==> config.mk <==
export PLATFORM = sky130hd
export DESIGN_NAME = rf_wb_ctrl
export DESIGN_NICKNAME = d
export VERILOG_FILES = /design/src/rtl/rf_wb_ctrl.sv
export SDC_FILE = /design/constraint.sdc
export NUM_CORES = 1
export LEC_CHECK = 0
export ABC_CLOCK_PERIOD_IN_PS = 1400
export BUFFER_PORTS_ARGS = -buffer_cell sky130_fd_sc_hd__buf_2
export CAP_MARGIN = 0
export CELL_PAD_IN_SITES_DETAIL_PLACEMENT = 2
export CELL_PAD_IN_SITES_GLOBAL_PLACEMENT = 2
export CORE_MARGIN = 4
export CORE_UTILIZATION = 28
export CTS_CLUSTER_SIZE = 20
export DETAILED_ROUTE_END_ITERATION = 16
export GPL_ROUTABILITY_DRIVEN = 0
export PLACE_DENSITY_LB_ADDON = 0.05
export SLEW_MARGIN = 15
export SYNTH_ARGS = -nofsm -noshare
export SYNTH_HDL_FRONTEND = slang
export SYNTH_SLANG_ARGS = --single-unit
==> constraint.sdc <==
create_clock -name clk -period 1.4 [get_ports clk]
set_input_delay 0.14 -clock clk [delete_from_list [all_inputs] [get_ports clk]]
set_output_delay 0.14 -clock clk [all_outputs]
set_load 0.005 [all_outputs]
==> src/rtl/rf_wb_ctrl.sv <==
// rf_wb_ctrl: register-file write-back controller.
// Arbitrates between the ALU and load/POP write-back requests and turns each
// accepted request into one (byte) or two (word, low then high byte) registered
// writes on the single 8-bit register-file write port. Also flags decode-stage
// read-after-write hazards against the write on the port and a pending high byte.
module rf_wb_ctrl #(
  parameter bit RR_EN = 1'b1
) (
  input  logic        clk,
  input  logic        rst,
  input  logic        alu_req,
  input  logic        alu_word,
  input  logic [4:0]  alu_addr,
  input  logic [15:0] alu_data,
  output logic        alu_ack,
  input  logic        ld_req,
  input  logic [4:0]  ld_addr,
  input  logic [7:0]  ld_data,
  output logic        ld_ack,
  output logic        FR_WE,
  output logic [4:0]  FR_Waddr,
  output logic [7:0]  FR_Wdata,
  input  logic [4:0]  FR_RAddr_1,
  input  logic [4:0]  FR_RAddr_2,
  output logic        hz_1,
  output logic        hz_2,
  output logic        wb_busy
);

  typedef enum logic {IDLE = 1'b0, HI = 1'b1} state_t;

  state_t     state, state_nxt;
  logic       grant_alu, grant_ld;
  logic       prefer_ld;   // 1 = load wins the next contested grant
  logic [4:0] hi_addr;     // odd half of the register pair being written
  logic [7:0] hi_data;
  logic       contested;

  assign contested = (state == IDLE) && alu_req && ld_req;

  // State register: HI holds for exactly one cycle after a word acceptance.
  // NOTE: sequential state always uses non-blocking (<=) so every flop samples
  // pre-edge values regardless of block ordering.
  always_ff @(posedge clk or posedge rst) begin
    if (rst) state <= IDLE;
    else     state <= state_nxt;
  end

  // Arbitration and next state: one acceptance per cycle, only from IDLE.
  // NOTE: every output of this block gets a default first so no latch is inferred.
  always_comb begin
    state_nxt = state;
    grant_alu = 1'b0;
    grant_ld  = 1'b0;
    case (state)
      IDLE: begin
        if (alu_req && ld_req) begin
          if (RR_EN && prefer_ld) grant_ld  = 1'b1;
          else                    grant_alu = 1'b1;
        end else if (alu_req) begin
          grant_alu = 1'b1;
        end else if (ld_req) begin
          grant_ld = 1'b1;
        end
        if (grant_alu && alu_word) state_nxt = HI;
      end
      HI:      state_nxt = IDLE;
      default: state_nxt = IDLE;
    endcase
  end

  // Acks are combinational in the acceptance cycle; held low while in reset.
  assign alu_ack = grant_alu & ~rst;
  assign ld_ack  = grant_ld  & ~rst;

  // Write port and pending high byte: accepted data appears one cycle later,
  // the high byte of a word one cycle after that. Address/data hold when idle.
  always_ff @(posedge clk or posedge rst) begin
    if (rst) begin
      FR_WE     <= 1'b0;
      FR_Waddr  <= 5'd0;
      FR_Wdata  <= 8'd0;
      hi_addr   <= 5'd0;
      hi_data   <= 8'd0;
      prefer_ld <= 1'b0;
    end else begin
      FR_WE <= 1'b0;
      if (grant_alu) begin
        FR_WE    <= 1'b1;
        FR_Waddr <= alu_word ? {alu_addr[4:1], 1'b0} : alu_addr;
        FR_Wdata <= alu_data[7:0];
        hi_addr  <= {alu_addr[4:1], 1'b1};
        hi_data  <= alu_data[15:8];
      end else if (grant_ld) begin
        FR_WE    <= 1'b1;
        FR_Waddr <= ld_addr;
        FR_Wdata <= ld_data;
      end else if (state == HI) begin
        FR_WE    <= 1'b1;
        FR_Waddr <= hi_addr;
        FR_Wdata <= hi_data;
      end
      // Round-robin pointer moves only when both requesters competed.
      if (contested) prefer_ld <= grant_alu;
    end
  end

  // Hazard flags: match against the write on the port or the queued high byte.
  assign hz_1 = (FR_WE && (FR_RAddr_1 == FR_Waddr)) ||
                ((state == HI) && (FR_RAddr_1 == hi_addr));
  assign hz_2 = (FR_WE && (FR_RAddr_2 == FR_Waddr)) ||
                ((state == HI) && (FR_RAddr_2 == hi_addr));

  // Busy while the low byte of a word is on the port and the high byte waits.
  assign wb_busy = (state == HI);

endmodule

==> results.sh, run 1 <==
export IMPL_hpwl_um=4140
export IMPL_synth_distinct_cells=26
export IMPL_irDropWorstVdd_mv=0.581
export IMPL_routed_wl_um=5550
export IMPL_postSynthRegisterBits=29
export IMPL_vias=1504
export IMPL_die_height_um=83.7
export IMPL_dp_cells=289
export IMPL_crit_slowest_cell="dfrtp_1"
export IMPL_violations="negative setup slack"
export IMPL_finalSetupViolCount=2
export IMPL_status="finished with violations"
export IMPL_htree_levels=2
export IMPL_hold_violations=0
export IMPL_start_util_pct=29.0
export IMPL_cts_max_path_buffers=2
export IMPL_cp_slowest_stage_delay_ps=420
export IMPL_clock_skew_ps=7.97
export IMPL_ys_seq_area_share_pct=45.2
export IMPL_num_rows=27
export IMPL_cts_tree="yes"
export IMPL_drt_wirelength_per_cell_um=17.9
export IMPL_grt_overflow=0
export IMPL_fin_crit_ps=1460
export IMPL_die_w_um=83.7
export IMPL_report_final_slew_viol_count=0
export IMPL_routed_via_density=4.84
export IMPL_final_cell_count_no_fill=311
export IMPL_area_growth_pct=47.2
export IMPL_io_buffers=67
export IMPL_final_cell_mix="buf_2 (67), a21oi_1 (24), dfrtp_1 (23)"
export IMPL_grt_usage_pct=16.0
export IMPL_end_kind="primary output"
export IMPL_cts_buffers=5
export IMPL_yosys_warnings=0
export IMPL_synthCells=149
export IMPL_synth_nets=198
export IMPL_cp_required_ps=1260
export IMPL_tightestPinTransition_ps=385
export IMPL_antenna_found_initial=0
export IMPL_fillers=606
export IMPL_multi_input_area_um2=895
export IMPL_hold_path_class="primary input to register"
export IMPL_cts_clk_slew_worst_paths_ps=70
export IMPL_n_antenna_cell=0
export IMPL_crit_path_start_kind="register"
export IMPL_cts_root_buf="clkbuf_8"
export IMPL_grt_pass1_wl_um=9030
export IMPL_drc_errors=0
export IMPL_ant_nets=0
export IMPL_leakagePower_nw=1.08
export IMPL_pin_count=68
export IMPL_worst_slack_ps=-56.6
export IMPL_layout_nets=287
export IMPL_drtPass1Iterations=4
export IMPL_post_route_period_util_pct=104
export IMPL_drive_above_1_share_pct=53.6
export IMPL_regArea_um2=733
export IMPL_final_common_cell="buf_2"
export IMPL_worstSkewPairLatency_ps=270
export IMPL_max_slew_margin_pct=74.4
export IMPL_first_global_vias=1735
export IMPL_critical_path_cell_chain="xnor2_1 -> nand4_1 -> o22ai_1 -> buf_2"
export IMPL_drv_cap=0
export IMPL_synth_area_um2=1610
export IMPL_pre_cts_ws_ps=66.7
export IMPL_timing_fmax_ghz=0.687
export IMPL_worst_path_buf_inv=1
export IMPL_power_density_nw_per_um2=1500
export IMPL_drt_iter0_drc=26
export IMPL_crit_fanout=3
export IMPL_grt_max_degree=32
export IMPL_crit_arrival_ps=1320
export IMPL_crit_type="register to primary output"
export IMPL_crit_family="flip-flops"
export IMPL_syn_area_per_cell_um2=10.8
export IMPL_rsz0062_at_grt="yes"
export IMPL_core_area_um2=5540
export IMPL_cts_sinks=29
export IMPL_die_area_um2=7010
## cells in the mapped netlist, drive strengths merged
master    n  share of area (%)
dfrtp    29                 45
a21oi    24                7.5
xnor2    21                 11
nor2b    13                5.1
a32oi    12                6.5
mux2     12                 10
buf       8                3.0
nand2     8                2.3
nand4     4                1.6
inv       2               0.47
nand2b    2               0.78
nor2      2               0.47
nor3      2               0.62
o22ai     2               0.78
a21boi    1               0.70
a2bb2oi   1               0.55
a311oi    1               0.55
and2      1               0.39
and2b     1               0.55
and3      1               0.39
clkbuf    1               0.23
nand4b    1               0.55
## stage by stage
step	util, %	hold WS [ps]	area [um2]	power [mW]	TNS [ps]
2_1_floorplan	-	218	1610	1.98	0
3_3_place_gp	37.1	257	2050	2.36	0
3_5_place_dp	37.1	269	2050	2.43	0
4_1_cts	41.9	89.0	2320	3.54	-148
5_1_grt	42.7	96.2	2360	3.77	-251
6_report	42.7	98.0	2360	3.54	-74.2
## per-layer routing
layer | vias to the layer above | track usage [%] | wire [um]
met4 | 0 | 2.63 | 25
met5 | - | 0 | 0
met2 | 39 | 30.1 | 3050
met3 | 2 | 2.67 | 233
li1 | 712 | - | -
met1 | 751 | 19.2 | 2240
## power by group
group          total (mW)  switching [mW]  internal, mW
registers            1.32           0.226          1.09
clock network       0.891           0.311         0.580
logic                1.33           0.563         0.771
total                3.54            1.10          2.44
## flip-flops by register name, indices dropped and copies added, names as in the netlist
register   cells
prefer_ld      1
hi_data        8
hi_addr        5
FR_Waddr       5
FR_Wdata       8
FR_WE          1
wb_busy        1
## kinds of logic after synthesis
logic type	Yosys count	synth area share [%]
AOI/OAI and AO/OA	41	16.6
and+or+nand+nor	35	12.7
DFF	29	45.2
xor gates and xnor gates	21	11.5
muxes	12	10.3
buffers and inverters	11	3.74
## cell type report
| cell class | count | area share, % |
|---|---|---|
| flip-flops and latches | 29 | 31.0 |
| repair buffers | 91 | 22.1 |
| multi-input cells | 109 | 37.9 |
| well taps | 72 | 3.81 |
| clock buffers | 7 | 3.65 |
| inverters | 2 | 0.318 |
| clock inverters | 1 | 1.27 |
## repair_timing
item | in CTS | in global routing
resized for setup | 14 | 6
endpoints found under the hold margin | 29 | 0
pin swaps | 6 | 7
setup endpoints to repair | 4 | 5
buffers inserted | 10 | 4
hold buffers | 1 | 0
## path summary, 6_finish.rpt
kind	start	to	slack, ps	cells past startpoint
min in group asynchronous	rst	FR_Wdata[0]	540	4
worst max-delay path	hi_addr[3]	hz_2	-60	4
worst max register to register	wb_busy	hi_data[4]	60	4
worst min register to register	hi_data[1]	hi_data[1]	510	1
worst min-delay path	alu_data[14]	hi_data[6]	100	2
max in group asynchronous	rst	FR_Waddr[1]	540	4
Power figures use the tool's default switching activity.
==> run 2, diff against run 1 <==
--- a/config.mk
+++ b/config.mk
@@ -10,11 +10,11 @@
 export CAP_MARGIN = 0
 export CELL_PAD_IN_SITES_DETAIL_PLACEMENT = 2
 export CELL_PAD_IN_SITES_GLOBAL_PLACEMENT = 2
+export CORE_ASPECT_RATIO = 0.6
 export CORE_MARGIN = 4
 export CORE_UTILIZATION = 28
 export CTS_CLUSTER_SIZE = 20
 export DETAILED_ROUTE_END_ITERATION = 16
-export GPL_ROUTABILITY_DRIVEN = 0
 export PLACE_DENSITY_LB_ADDON = 0.05
 export SLEW_MARGIN = 15
 export SYNTH_ARGS = -nofsm -noshare
==> run 2 against run 1 <==
  * The run still ends with negative setup slack left
  * Routed wire length grew 4.8%
  * Worst hold slack lost 1.2 ps
  * Worst setup slack got worse by 42 ps
  * Sequential cell count is the same
  * Non-clock buffer count up 5
  * Largest cell class unchanged
  * Highest routed layer unchanged
==> results.sh, run 2 (synthesized netlist as in run 1, its figures left out) <==
export IMPL_highest_layer="met4"
export IMPL_cts_clk_slew_worst_paths_ps=60
export IMPL_worst_slack_ps=-98.3
export IMPL_die_w_um=106
export IMPL_worstSkewPairLatency_ps=280
export IMPL_gp_congestion=0.695
export IMPL_routed_via_density=4.84
export IMPL_crit_path_start_kind="register"
export IMPL_start_util_pct=28.8
export IMPL_timing_fmax_ghz=0.667
export IMPL_die_area_um2=7050
export IMPL_cts_sinks=29
export IMPL_grt_overflow=0
export IMPL_grt_max_degree=30
export IMPL_wl_met3_um=329
export IMPL_fillers=622
export IMPL_ant_nets=0
export IMPL_drtPass1Iterations=4
export IMPL_crit_type="register to primary output"
export IMPL_first_global_vias=1780
export IMPL_power_density_nw_per_um2=1450
export IMPL_routed_wl_um=5820
export IMPL_hold_violations=0
export IMPL_drive_above_1_share_pct=57.6
export IMPL_antenna_found_initial=0
export IMPL_hpwl_um=4340
export IMPL_num_rows=21
export IMPL_vias=1563
export IMPL_fin_setup_tns_ps=-155
export IMPL_io_buffers=67
export IMPL_irDropWorstVdd_mv=0.450
export IMPL_report_final_slew_viol_count=0
export IMPL_cts_buffers=5
export IMPL_final_common_cell="buf_2"
export IMPL_area_growth_pct=51.8
export IMPL_fin_util_pct=43.7
export IMPL_pin_count=68
export IMPL_leakagePower_nw=1.13
export IMPL_wl_met1_um=2750
export IMPL_cts_root_buf="clkbuf_8"
export IMPL_hold_path_class="primary input to register"
export IMPL_reg_largest_list="FR_Wdata: 8 flops, hi_data: 8 flops"
export IMPL_layout_nets=292
export IMPL_crit_arrival_ps=1360
export IMPL_tightestPinTransition_ps=386
export IMPL_wl_met2_um=2670
export IMPL_r2r_slack_ps=70
export IMPL_pre_cts_ws_ps=67.3
export IMPL_post_route_period_util_pct=107
export IMPL_drv_cap=0
export IMPL_status="finished with violations"
export IMPL_rsz0062_at_grt="yes"
export IMPL_cts_max_path_buffers=2
export IMPL_grt_pass1_wl_um=9360
export IMPL_power_mw=3.52
export IMPL_drt_iter0_drc=34
export IMPL_drc_errors=0
export IMPL_clock_skew_ps=5.56
export IMPL_max_slew_margin_pct=74.3
export IMPL_finalSetupViolCount=2
export IMPL_violations="negative setup slack"
export IMPL_n_antenna_cell=0
export IMPL_final_cell_mix="buf_2 (67), buf_4 (26), a21oi_1 (24)"
export IMPL_crit_fanout=4
export IMPL_end_kind="primary output"
export IMPL_core_area_um2=5570
export IMPL_cp_required_ps=1260
export IMPL_hold_ws_ps=96.7
export IMPL_htree_levels=2
export IMPL_drt_wirelength_per_cell_um=18.0
export IMPL_die_height_um=66.7
export IMPL_grt_usage_pct=17.1
export IMPL_cts_tree="yes"
export IMPL_fin_crit_ps=1500
==> run 2: cell types whose count changed in the layout (fill, tap and decap cells not counted), sizes merged <==
cell | previous run | this run
buf | 90 | 95
bufinv | 1 | 0
==> run 2: area by class of cell <==
| class | instances | area, um2 | area share [%] |
|---|---|---|---|
| Clock buffer | 7 | 86.3 | 3.54 |
| Inverter | 2 | 7.51 | 0.308 |
| Multi-Input combinational cell | 109 | 938 | 38.5 |
| Sequential cell | 29 | 737 | 30.3 |
| Tap cell | 80 | 100 | 4.11 |
| Timing Repair Buffer | 96 | 567 | 23.3 |
==> run 2: worst max-delay path, stage by stage, from the launching register on <==
cell and delay, ps:
dfrtp_2 470, xnor2_2 190, nand4_1 140, o22ai_2 140, buf_2 150
==> run 2: worst paths after layout <==
| kind | from | end | cells past startpoint |
|---|---|---|---|
| worst max-delay path | FR_Waddr[3] | hz_2 | 4 |
| worst min-delay path | alu_data[13] | hi_data[5] | 2 |
| worst max register to register | wb_busy | hi_addr[2] | 4 |
| worst min register to register | hi_data[4] | hi_data[4] | 1 |
| max in group asynchronous | rst | hi_addr[2] | 4 |
| min in group asynchronous | rst | hi_data[2] | 4 |
==> run 2: metal layers <==
| layer | vias to the layer above | global-route usage [%] |
|---|---|---|
| li1 | 722 | - |
| met1 | 785 | 22.7 |
| met2 | 47 | 27.3 |
| met3 | 9 | 4.84 |
| met4 | 0 | 5.33 |
| met5 | - | 0 |
==> run 2: what timing repair did <==
action | 4_1_cts | 5_1_grt
hold buffers | 1 | 0
gates resized for setup | 17 | 15
setup buffers | 14 | 4
pin swaps | 14 | 2
setup endpoints to repair | 4 | 11
endpoints found under the hold margin | 29 | 0
==> run 2: metrics by stage <==
stage / cells / instance area (um2)
after floorplan: 149 / 1610
after global placement: 298 / 2070
after detailed placement: 298 / 2070
after CTS: 320 / 2340
after global routing: 323 / 2440
final: 323 / 2440
==> run 2: power by group <==
part           internal (mW)  switching [mW]
logic                  0.872           0.610
registers               1.10           0.243
clock network          0.389           0.308
